[config.mk]
export PLATFORM = sky130hd
export DESIGN_NAME = aes128_inv_key_schedule
export DESIGN_NICKNAME = d
export VERILOG_FILES = /design/src/rtl/aes_pkg.sv /design/src/rtl/aes_sbox.sv /design/src/rtl/aes128_inv_key_schedule.sv
export SDC_FILE = /design/constraint.sdc
export NUM_CORES = 1
export LEC_CHECK = 0
export ABC_AREA = 1
export ABC_CLOCK_PERIOD_IN_PS = 2730
export BUFFER_PORTS_ARGS = -buffer_cell sky130_fd_sc_hd__buf_2
export CAP_MARGIN = 0
export CORE_ASPECT_RATIO = 0.5
export CORE_MARGIN = 1.5
export CORE_UTILIZATION = 25
export CTS_CLUSTER_DIAMETER = 120
export CTS_CLUSTER_SIZE = 28
export DETAILED_ROUTE_END_ITERATION = 10
export PLACE_DENSITY = 0.4
export SLEW_MARGIN = 20
export SYNTH_ARGS = -nofsm -noshare
export SYNTH_HDL_FRONTEND = slang
export SYNTH_SLANG_ARGS = --single-unit
export TNS_END_PERCENT = 5
[constraint.sdc]
create_clock -name clk -period 2.73 [get_ports clk]
set_input_delay 0.273 -clock clk [delete_from_list [all_inputs] [get_ports clk]]
set_output_delay 0.273 -clock clk [all_outputs]
set_load 0.005 [all_outputs]
[src/rtl/aes_pkg.sv]
`default_nettype none
// ============================================================================
//  Module      : aes_pkg
//  Description : Shared constants, FSM encoding and the reverse-Rcon helper
//                for the AES-128 inverse key schedule.
//  Revision    : 1.0 - initial release
// ============================================================================
package aes_pkg;

    localparam int BYTE = 8;
    localparam int WORD = 32;
    localparam int NK   = 4;
    localparam int NR   = 10;

    localparam logic [BYTE-1:0] RCON_LAST  = 8'h36;
    localparam logic [3:0]      ROUND_LAST = 4'(NR);

    typedef enum logic [0:0] {
        IDLE = 1'b0,
        EMIT = 1'b1
    } state_t;

    // Division by x in GF(2^8): exact inverse of xtime.
    function automatic logic [BYTE-1:0] inv_xtime(input logic [BYTE-1:0] x);
        if (x[0]) begin
            return ((x ^ 8'h1B) >> 1) | 8'h80;
        end
        return x >> 1;
    endfunction

endpackage
`default_nettype wire

[src/rtl/aes_sbox.sv]
`default_nettype none
// ============================================================================
//  Module      : aes_sbox
//  Description : Combinational AES forward S-box, one byte in, one byte out.
//  Revision    : 1.0 - initial release
// ============================================================================
module aes_sbox (
    input  logic [7:0] sub_i,
    output logic [7:0] sub_o
);

    // Entry 0x00 occupies the most significant byte.
    localparam logic [2047:0] c_SBOX = {
        128'h637c777bf26b6fc53001672bfed7ab76,
        128'hca82c97dfa5947f0add4a2af9ca472c0,
        128'hb7fd9326363ff7cc34a5e5f171d83115,
        128'h04c723c31896059a071280e2eb27b275,
        128'h09832c1a1b6e5aa0523bd6b329e32f84,
        128'h53d100ed20fcb15b6acbbe394a4c58cf,
        128'hd0efaafb434d338545f9027f503c9fa8,
        128'h51a3408f929d38f5bcb6da2110fff3d2,
        128'hcd0c13ec5f974417c4a77e3d645d1973,
        128'h60814fdc222a908846eeb814de5e0bdb,
        128'he0323a0a4906245cc2d3ac629195e479,
        128'he7c8376d8dd54ea96c56f4ea657aae08,
        128'hba78252e1ca6b4c6e8dd741f4bbd8b8a,
        128'h703eb5664803f60e613557b986c11d9e,
        128'he1f8981169d98e949b1e87e9ce5528df,
        128'h8ca1890dbfe6426841992d0fb054bb16
    };

    logic [10:0] w_base;

    assign w_base = {~sub_i, 3'b000};
    assign sub_o  = c_SBOX[w_base +: 8];

endmodule
`default_nettype wire

[src/rtl/aes128_inv_key_schedule.sv]
`default_nettype none
// ============================================================================
//  Module      : aes128_inv_key_schedule
//  Description : Walks the AES-128 key expansion backward from the round-10
//                key, emitting round keys 10..0 over a valid/ready handshake.
//  Revision    : 1.0 - initial release
// ============================================================================
module aes128_inv_key_schedule
    import aes_pkg::*;
(
    input  logic         clk,
    input  logic         rst,
    input  logic         start,
    input  logic [127:0] last_key,
    output logic         key_valid,
    input  logic         key_ready,
    output logic [127:0] round_key,
    output logic [3:0]   round_idx,
    output logic         busy,
    output logic         done
);

    state_t              state_q;
    logic [127:0]        key_q;
    logic [3:0]          idx_q;
    logic [BYTE-1:0]     rcon_q;
    logic                valid_q;
    logic                busy_q;
    logic                done_q;

    logic [WORD-1:0]     w_c0, w_c1, w_c2, w_c3;
    logic [WORD-1:0]     w_p0, w_p1, w_p2, w_p3;
    logic [WORD-1:0]     w_rot;
    logic [WORD-1:0]     w_sub;
    logic [127:0]        key_d;
    logic                w_accept;

    assign {w_c0, w_c1, w_c2, w_c3} = key_q;

    // Undo w[i] = w[i-4] ^ w[i-1]; only the first word needs the g-function.
    assign w_p3  = w_c3 ^ w_c2;
    assign w_p2  = w_c2 ^ w_c1;
    assign w_p1  = w_c1 ^ w_c0;
    assign w_rot = {w_p3[WORD-BYTE-1:0], w_p3[WORD-1:WORD-BYTE]};

    generate
        for (genvar i = 0; i < NK; i++) begin : g_subword
            aes_sbox u_sbox (
                .sub_i (w_rot[BYTE*i +: BYTE]),
                .sub_o (w_sub[BYTE*i +: BYTE])
            );
        end
    endgenerate

    assign w_p0     = w_c0 ^ w_sub ^ {rcon_q, 24'h000000};
    assign key_d    = {w_p0, w_p1, w_p2, w_p3};
    assign w_accept = valid_q & key_ready;

    always_ff @(posedge clk) begin
        if (rst) begin
            state_q <= IDLE;
            key_q   <= '0;
            idx_q   <= '0;
            rcon_q  <= RCON_LAST;
            valid_q <= 1'b0;
            busy_q  <= 1'b0;
            done_q  <= 1'b0;
        end else begin
            done_q <= 1'b0;
            case (state_q)
                IDLE: begin
                    if (start) begin
                        key_q   <= last_key;
                        idx_q   <= ROUND_LAST;
                        rcon_q  <= RCON_LAST;
                        valid_q <= 1'b1;
                        busy_q  <= 1'b1;
                        state_q <= EMIT;
                    end
                end
                EMIT: begin
                    if (w_accept) begin
                        if (idx_q != 4'd0) begin
                            key_q  <= key_d;
                            idx_q  <= idx_q - 4'd1;
                            rcon_q <= inv_xtime(rcon_q);
                        end else begin
                            valid_q <= 1'b0;
                            busy_q  <= 1'b0;
                            done_q  <= 1'b1;
                            state_q <= IDLE;
                        end
                    end
                end
                default: state_q <= IDLE;
            endcase
        end
    end

    assign key_valid = valid_q;
    assign round_key = key_q;
    assign round_idx = idx_q;
    assign busy      = busy_q;
    assign done      = done_q;

endmodule
`default_nettype wire
==> results of run 1 <==
==> per-stage QoR <==
stage	worst slack [ps]	area, sq um	cells	hold WS [ps]
floorplan	470	19100	3500	402
finish	105	23500	4814	68.8
CTS	11.7	23300	4804	47.6
global route	-80.9	23500	4814	66.6
global placement	-51.0	22700	4774	479
detailed placement	-68.0	22700	4774	497
==> metal layers <==
layer	global-route usage	up-vias	part of all wire
met5	0	-	0.00024
met4	0.117	2	0.047
met3	0.0367	309	0.085
met2	0.436	1643	0.45
met1	0.364	12742	0.42
li1	-	12565	-
==> power by group <==
group	total, uW	switching, uW	internal [uW]	leakage (uW)
Sequential	2610	323	2280	0.00118
Combinational	10500	7100	3410	0.00982
Clock	2430	1080	1350	0.000272
Total	15500	8500	7040	0.0113
==> final cells by class <==
| cell class | instances | area, sq um |
|---|---|---|
| fillers | 8736 | 51800 |
| multi-input cells | 2894 | 14400 |
| repair buffers | 508 | 3500 |
| flip-flops and latches | 143 | 2870 |
| well taps | 1022 | 1280 |
| inverters | 211 | 798 |
| clock buffers | 19 | 433 |
| clock inverters | 11 | 135 |
| diodes | 6 | 15.0 |
==> state kept, by name (all words and copies together) (netlist names) <==
signal and flops:
round_key 128, rcon_q 8, round_idx 4, busy 1
done 1, state_q 1
==> Yosys cell counts, types with 11 or more instances <==
cell                       instances  area share
sky130_fd_sc_hd__inv_1           179       0.035
sky130_fd_sc_hd__clkinv_1         11      0.0022
sky130_fd_sc_hd__clkbuf_1        122       0.024
sky130_fd_sc_hd__inv_2            21      0.0041
sky130_fd_sc_hd__nor2_1          134       0.026
sky130_fd_sc_hd__buf_1            14      0.0028
sky130_fd_sc_hd__nand2_2          47       0.015
sky130_fd_sc_hd__a21oi_1         150       0.039
sky130_fd_sc_hd__ha_1             55       0.036
sky130_fd_sc_hd__a31oi_1          44       0.014
sky130_fd_sc_hd__a221oi_1         29       0.013
sky130_fd_sc_hd__buf_4            25      0.0099
sky130_fd_sc_hd__o21ai_0         204       0.054
sky130_fd_sc_hd__dfxtp_1         143        0.15
sky130_fd_sc_hd__nand3_1        1074        0.28
sky130_fd_sc_hd__buf_2            84       0.022
sky130_fd_sc_hd__o211ai_1         43       0.017
sky130_fd_sc_hd__nand4_1          17      0.0056
sky130_fd_sc_hd__nand2_1         999        0.20
==> worst register-to-register path, cell delays in order (launching register included) <==
cell and delay (ps):
sky130_fd_sc_hd__dfxtp_1 400, sky130_fd_sc_hd__inv_1 80, sky130_fd_sc_hd__nand2_1 70, sky130_fd_sc_hd__nand2_2 160, sky130_fd_sc_hd__ha_2 300, sky130_fd_sc_hd__nor2_1 190
sky130_fd_sc_hd__nand2_1 190, sky130_fd_sc_hd__o21ai_0 120, sky130_fd_sc_hd__nand2_1 160, sky130_fd_sc_hd__o211ai_1 180, sky130_fd_sc_hd__nand3_1 120, sky130_fd_sc_hd__nand3_1 100
sky130_fd_sc_hd__nand3_1 140, sky130_fd_sc_hd__nand3_1 120, sky130_fd_sc_hd__nand2_1 50, sky130_fd_sc_hd__nor2_1 80, sky130_fd_sc_hd__nor2_1 40
==> final timing paths <==
check	start	endpoint	slack, ps
hold reg to reg	round_key[3]	round_key[3]	500
setup reg to reg	round_key[1]	round_key[107]	110
hold / removal	last_key[41]	round_key[41]	70
setup / recovery	round_key[1]	round_key[107]	110
==> logic make-up (layout without fill, tap and decap cells) <==
group | after synthesis | after routing | share of synthesized area
AO/OA/AOI/OAI | 515 | 515 | 0.156
XOR/XNOR | 28 | 28 | 0.0178
adder cells (fa/ha/maj) | 55 | 55 | 0.0361
buffers and inverters | 463 | 749 | 0.104
flip-flops | 143 | 143 | 0.150
other | 0 | 6 | 0
AND/OR/NAND/NOR | 2296 | 2296 | 0.535
==> timing repair <==
| item | 4_1_cts | 5_1_grt |
|---|---|---|
| setup endpoints to repair | 5 | 35 |
| buffers inserted | 0 | 4 |
| gates resized for setup | 5 | 33 |
| pin swaps | 0 | 3 |
| cloned | 0 | 0 |
==> impl_metrics.xml, run 1 <==
<?xml version="1.0" encoding="UTF-8"?>
<metrics>
  <group name="status">
    <metric name="status" unit="">complete, no violations</metric>
  </group>
  <group name="final_layout">
    <metric name="mostFrequentLayoutCell" unit="">sky130_fd_sc_hd__nand3_1</metric>
    <metric name="drive_gt1_frac" unit="">0.179</metric>
    <metric name="syn2layout_area_growth" unit="%">23.2</metric>
    <metric name="postLayoutCoreUtil" unit="">0.312</metric>
    <metric name="final_cell_mix" unit="">sky130_fd_sc_hd__nand3_1, sky130_fd_sc_hd__nand2_1, sky130_fd_sc_hd__buf_2</metric>
    <metric name="nNetsFinal" unit="">3962</metric>
  </group>
  <group name="clocking">
    <metric name="clkSlewWorstSetupHoldPaths" unit="ps">70</metric>
    <metric name="cts_sinks" unit="">143</metric>
    <metric name="cts-htree-levels" unit="">4</metric>
    <metric name="tritoncts" unit="">yes</metric>
    <metric name="numCtsBuffers" unit="">17</metric>
    <metric name="clockBufferDepth" unit="">2</metric>
    <metric name="cts_hold_repair.buffers" unit="">0</metric>
    <metric name="worst_skew_pair.late_latency" unit="ps">460</metric>
    <metric name="cts_root_buffer" unit="">sky130_fd_sc_hd__clkbuf_16</metric>
  </group>
  <group name="critical_path">
    <metric name="worstSetupPathDepth" unit="">16</metric>
    <metric name="crit_path_cell_trace" unit="">inv_1, nand2_1, nand2_2, ha_2, nor2_1, nand2_1, o21ai_0, nand2_1, o211ai_1, nand3_1, nand3_1, nand3_1, nand3_1, nand2_1, nor2_1, nor2_1</metric>
    <metric name="worstPathRequired" unit="ps">3080</metric>
    <metric name="timing.critical_path.buf_inv" unit="">1</metric>
    <metric name="critical_path.top_delay_family" unit="">simple AND/OR/NAND/NOR gates</metric>
    <metric name="crit_path_start_kind" unit="">flip-flop</metric>
    <metric name="worstSetupEndpointType" unit="">flip-flop</metric>
    <metric name="worstRegToRegCells" unit="">16</metric>
    <metric name="worst_setup_path_type" unit="">flip-flop to flip-flop</metric>
    <metric name="critical_path.max_stage_delay" unit="ps">400</metric>
    <metric name="timing.critical_path.slowest_stage_cell" unit="">sky130_fd_sc_hd__dfxtp_1</metric>
    <metric name="worstPathMaxFanout" unit="">8</metric>
    <metric name="arrival" unit="ps">2970</metric>
  </group>
  <group name="sta">
    <metric name="final_min_period_over_clock_period" unit="">0.961</metric>
    <metric name="total_count_of_max_transition_violations_in_the_final_report" unit="">0</metric>
    <metric name="timing.setup.tns" unit="ps">0</metric>
    <metric name="clock.fmax" unit="GHz">0.381</metric>
    <metric name="timing.clock.skew" unit="ps">14.7</metric>
    <metric name="slew_at_the_pin_with_the_worst_max_slew_slack" unit="ps">765</metric>
    <metric name="final-hold-violation-count" unit="">0</metric>
    <metric name="setup_repair_after_global_routing_missed_its_margin" unit="">true</metric>
    <metric name="finalSetupViolCount" unit="">0</metric>
    <metric name="slew_headroom" unit="">0.490</metric>
    <metric name="final_period_minus_worst_setup_slack" unit="ps">2620</metric>
  </group>
  <group name="floorplan">
    <metric name="die_width" unit="microns">393</metric>
    <metric name="placement_rows" unit="">71</metric>
    <metric name="die_h" unit="microns">198</metric>
    <metric name="dieArea" unit="sq um">78000</metric>
    <metric name="initial_utilization" unit="">0.253</metric>
    <metric name="io_pins" unit="">267</metric>
    <metric name="core_area" unit="sq um">75200</metric>
  </group>
  <group name="synthesis">
    <metric name="postSynthNetCount" unit="">3687</metric>
    <metric name="synth.distinct_cells" unit="">41</metric>
    <metric name="synth_seq_area_share" unit="">0.150</metric>
    <metric name="postSynthAreaPerCell" unit="sq um">5.44</metric>
    <metric name="flip_flop_and_latch_count_after_synthesis" unit="">143</metric>
    <metric name="syn-instance-count" unit="">3500</metric>
    <metric name="synth_flop_cell" unit="">sky130_fd_sc_hd__dfxtp_1</metric>
    <metric name="number_of_enable_flip_flop_cells_after_synthesis" unit="">0</metric>
    <metric name="asyncSetResetFlopFracSynth" unit="">0</metric>
    <metric name="ys.warnings.count" unit="">0</metric>
    <metric name="cell_area_after_synthesis" unit="sq um">19100</metric>
  </group>
  <group name="placement">
    <metric name="buffers_on_ports" unit="">266</metric>
    <metric name="gpl.final_weighted_congestion" unit="">1.05</metric>
    <metric name="dpl.hpwl" unit="microns">82200</metric>
  </group>
  <group name="worst_hold_path">
    <metric name="hold-path-cell-count" unit="">3</metric>
    <metric name="worst_hold_path_type" unit="">input port to flip-flop</metric>
  </group>
  <group name="grt">
    <metric name="first_global_vias" unit="">24722</metric>
    <metric name="gr-total-overflow" unit="">0</metric>
    <metric name="maximum_number_of_pins_on_one_net_before_global_route_repair" unit="">159</metric>
    <metric name="antenna_found_initial" unit="">8</metric>
    <metric name="grt_first_pass_wirelength" unit="microns">163000</metric>
    <metric name="grtUsageTotal" unit="">0.272</metric>
  </group>
  <group name="drt">
    <metric name="drc_errors" unit="">0</metric>
    <metric name="detail-route-antenna-nets" unit="">0</metric>
    <metric name="routed_via_density" unit="">5.66</metric>
    <metric name="avgRoutedWirePerCell" unit="microns">23.0</metric>
    <metric name="finalWirelength" unit="microns">111000</metric>
    <metric name="routed-via-count" unit="">27261</metric>
    <metric name="dr.pass1.iters" unit="">7</metric>
    <metric name="detail_route.iter0.violations" unit="">3853</metric>
  </group>
  <group name="flow_run">
    <metric name="count_of_maximum_capacitance_violations" unit="">0</metric>
  </group>
  <group name="power">
    <metric name="power.density" unit="nW/um^2">662</metric>
    <metric name="p_leak" unit="uW">0.0113</metric>
    <metric name="vdd_ir_drop_max" unit="V">0.000391</metric>
    <metric name="p_total" unit="uW">15500</metric>
  </group>
</metrics>
(Power assumes the default switching activity.)
==> run 2: changes to the inputs <==
--- a/config.mk
+++ b/config.mk
@@ -11,11 +11,12 @@
 export CAP_MARGIN = 0
 export CORE_ASPECT_RATIO = 0.5
 export CORE_MARGIN = 1.5
-export CORE_UTILIZATION = 25
+export CORE_UTILIZATION = 26
 export CTS_CLUSTER_DIAMETER = 120
 export CTS_CLUSTER_SIZE = 28
 export DETAILED_ROUTE_END_ITERATION = 10
-export PLACE_DENSITY = 0.4
+export GPL_TIMING_DRIVEN = 1
+export PLACE_DENSITY = 0.41
 export SLEW_MARGIN = 20
 export SYNTH_ARGS = -nofsm -noshare
 export SYNTH_HDL_FRONTEND = slang
==> run 2 against run 1 <==
Effect of this change:
- critical path depth is 3 higher
- clock power is essentially flat
- first-iteration DRC count is 12% lower
- final area grew 1.2%
- critical endpoint is now round_key[106]
- global-route usage grew 2.3 points
- highest routed layer is now met4
- combinational power about the same
- register-to-register slack improved by 30 ps
- sequential power hardly changed
==> impl_metrics.xml, run 2 (synthesis results as in run 1) <==
<?xml version="1.0" encoding="UTF-8"?>
<metrics>
  <group name="drt">
    <metric name="avgRoutedWirePerCell" unit="microns">23.9</metric>
    <metric name="detail-route-antenna-nets" unit="">0</metric>
    <metric name="routed_via_density" unit="">5.69</metric>
    <metric name="drc_errors" unit="">0</metric>
    <metric name="routed-via-count" unit="">27284</metric>
    <metric name="detail_route.iter0.violations" unit="">3407</metric>
    <metric name="finalWirelength" unit="microns">115000</metric>
    <metric name="dr.pass1.iters" unit="">8</metric>
  </group>
  <group name="worst_hold_path">
    <metric name="hold-path-cell-count" unit="">3</metric>
    <metric name="worst_hold_path_type" unit="">input port to flip-flop</metric>
    <metric name="hold_path_end" unit="">round_key[52]</metric>
    <metric name="worst_hold_path_startpoint" unit="">last_key[52]</metric>
  </group>
  <group name="grt">
    <metric name="first_global_vias" unit="">25400</metric>
    <metric name="grt_busiest_layer" unit="">met2</metric>
    <metric name="grt_first_pass_wirelength" unit="microns">169000</metric>
    <metric name="maximum_number_of_pins_on_one_net_before_global_route_repair" unit="">117</metric>
    <metric name="gr-total-overflow" unit="">0</metric>
    <metric name="grtUsageTotal" unit="">0.295</metric>
    <metric name="antenna_found_initial" unit="">12</metric>
    <metric name="globalRouteMet2Util" unit="">0.477</metric>
    <metric name="use_met1" unit="">0.386</metric>
    <metric name="grtUsageMet3" unit="">0.0412</metric>
  </group>
  <group name="floorplan">
    <metric name="dieArea" unit="sq um">75000</metric>
    <metric name="die_h" unit="microns">194</metric>
    <metric name="placement_rows" unit="">69</metric>
    <metric name="io_pins" unit="">267</metric>
    <metric name="core_area" unit="sq um">71700</metric>
    <metric name="die_width" unit="microns">386</metric>
    <metric name="initial_utilization" unit="">0.266</metric>
  </group>
  <group name="flow_run">
    <metric name="count_of_maximum_capacitance_violations" unit="">0</metric>
  </group>
  <group name="final_layout">
    <metric name="nFillCells" unit="">8195</metric>
    <metric name="finish.cell_count_without_fillers" unit="">4795</metric>
    <metric name="syn2layout_area_growth" unit="%">24.7</metric>
    <metric name="drive_gt1_frac" unit="">0.189</metric>
    <metric name="mostFrequentLayoutCell" unit="">sky130_fd_sc_hd__nand3_1</metric>
    <metric name="final_cell_mix" unit="">sky130_fd_sc_hd__nand3_1, sky130_fd_sc_hd__nand2_1, sky130_fd_sc_hd__buf_2</metric>
    <metric name="largest_register_ffs" unit="">128</metric>
    <metric name="final_area" unit="sq um">23800</metric>
    <metric name="postLayoutCoreUtil" unit="">0.331</metric>
    <metric name="nNetsFinal" unit="">4001</metric>
  </group>
  <group name="critical_path">
    <metric name="worstPathMaxFanout" unit="">9</metric>
    <metric name="timing.reg2reg.setup_slack" unit="ps">140</metric>
    <metric name="worst_setup_path_type" unit="">flip-flop to flip-flop</metric>
    <metric name="arrival" unit="ps">2950</metric>
    <metric name="timing.critical_path.slowest_stage_cell" unit="">sky130_fd_sc_hd__dfxtp_1</metric>
    <metric name="worstRegToRegCells" unit="">19</metric>
    <metric name="critPathMostFrequentCell" unit="">sky130_fd_sc_hd__nand2_1</metric>
    <metric name="startpoint" unit="">round_key[33]</metric>
    <metric name="crit-reg2reg-launch" unit="">round_key[33]</metric>
    <metric name="crit_path_cell_trace" unit="">inv_2, nand2_1, nand2_1, buf_12, ha_1, inv_1, nand2_2, nand2_1, inv_2, nand2_1, nand3_1, nand3_1, nand3_1, nand3_1, nand2_1, nand2_1, nand3_1, nand2_1, inv_1</metric>
    <metric name="crit_path_start_kind" unit="">flip-flop</metric>
    <metric name="worstPathRequired" unit="ps">3090</metric>
    <metric name="critical_path.max_stage_delay" unit="ps">380</metric>
    <metric name="rr_endpoint" unit="">round_key[106]</metric>
    <metric name="worstSetupEndpointType" unit="">flip-flop</metric>
  </group>
  <group name="sta">
    <metric name="hold_ws" unit="ps">68.7</metric>
    <metric name="final-hold-violation-count" unit="">0</metric>
    <metric name="final_period_minus_worst_setup_slack" unit="ps">2590</metric>
    <metric name="slew_headroom" unit="">0.267</metric>
    <metric name="timing.clock.skew" unit="ps">20.8</metric>
    <metric name="finalSetupViolCount" unit="">0</metric>
    <metric name="slew_at_the_pin_with_the_worst_max_slew_slack" unit="ps">1090</metric>
    <metric name="total_count_of_max_transition_violations_in_the_final_report" unit="">0</metric>
    <metric name="final_min_period_over_clock_period" unit="">0.949</metric>
    <metric name="setup_repair_after_global_routing_missed_its_margin" unit="">true</metric>
    <metric name="clock.fmax" unit="GHz">0.386</metric>
  </group>
  <group name="clocking">
    <metric name="cts_sinks" unit="">143</metric>
    <metric name="tritoncts" unit="">yes</metric>
    <metric name="worst_skew_pair.late_latency" unit="ps">470</metric>
    <metric name="cts-htree-levels" unit="">4</metric>
    <metric name="cts_hold_repair.buffers" unit="">0</metric>
    <metric name="cts_root_buffer" unit="">sky130_fd_sc_hd__clkbuf_16</metric>
    <metric name="clockBufferDepth" unit="">2</metric>
    <metric name="numCtsBuffers" unit="">17</metric>
    <metric name="clkSlewWorstSetupHoldPaths" unit="ps">80</metric>
  </group>
  <group name="status">
    <metric name="status" unit="">complete, no violations</metric>
  </group>
  <group name="placement">
    <metric name="place_inst" unit="">4753</metric>
    <metric name="gpl.final_weighted_congestion" unit="">1.04</metric>
    <metric name="dpl.hpwl" unit="microns">86400</metric>
    <metric name="place_area" unit="sq um">23000</metric>
    <metric name="buffers_on_ports" unit="">266</metric>
  </group>
  <group name="power">
    <metric name="power.density" unit="nW/um^2">667</metric>
    <metric name="p_leak" unit="uW">0.0115</metric>
    <metric name="vdd_ir_drop_max" unit="V">0.000399</metric>
  </group>
</metrics>
## run 2: layout make-up
cell class	count	area (sq um)	share of cell area
tap	958	1200	0.0505
antenna	10	25.0	0.00105
multi-input combinational	2894	14400	0.608
clock inverter	13	126	0.00532
inverter	211	798	0.0336
sequential	143	2880	0.121
clock buffer	19	443	0.0186
timing repair buffer	547	3840	0.162
## run 2: worst max path at each step
stage	endpoint	slack, ps	cells past startpoint
after floorplan	round_key[107]	470	17
after global placement	round_key[123]	30	14
after detailed placement	round_key[123]	20	14
after CTS	round_key[123]	10	14
after global routing	round_key[103]	-30	18
final	round_key[106]	140	19
## run 2: per-stage QoR
| stage | setup slack [ps] | setup TNS [ps] | total power [uW] |
|---|---|---|---|
| floorplan | 470 | 0 | 8760 |
| finish | 139 | 0 | 15800 |
| CTS | 14.8 | 0 | 15500 |
| detailed placement | 20.6 | 0 | 13000 |
| global placement | 32.8 | 0 | 13200 |
| global route | -34.8 | -84.3 | 16800 |
## run 2: repair_timing
action / in CTS / in global routing
gates resized for setup: 0 / 50
setup buffers: 0 / 0
setup endpoints to repair: 0 / 32
## run 2: critical path: cells and delay by family, from the launching register on
kind / cells / cell delay, ps
adder cells (fa/ha/maj): 1 / 190
flip-flops: 1 / 380
buffers and inverters: 5 / 560
AND/OR/NAND/NOR: 13 / 1340
## run 2: layer usage
| layer | vias up | wire length (microns) |
|---|---|---|
| met4 | 0 | 5420 |
| met3 | 279 | 8950 |
| met5 | - | 0 |
| met1 | 12840 | 47400 |
| met2 | 1523 | 52700 |
| li1 | 12642 | - |
## run 2: report_power, final
group | switching, uW | total [uW] | leakage [uW] | internal (uW)
Combinational | 7260 | 10800 | 0.0100 | 3550
Clock | 1130 | 2420 | 0.000273 | 1290
Sequential | 319 | 2600 | 0.00119 | 2280
Total | 8710 | 15800 | 0.0115 | 7130
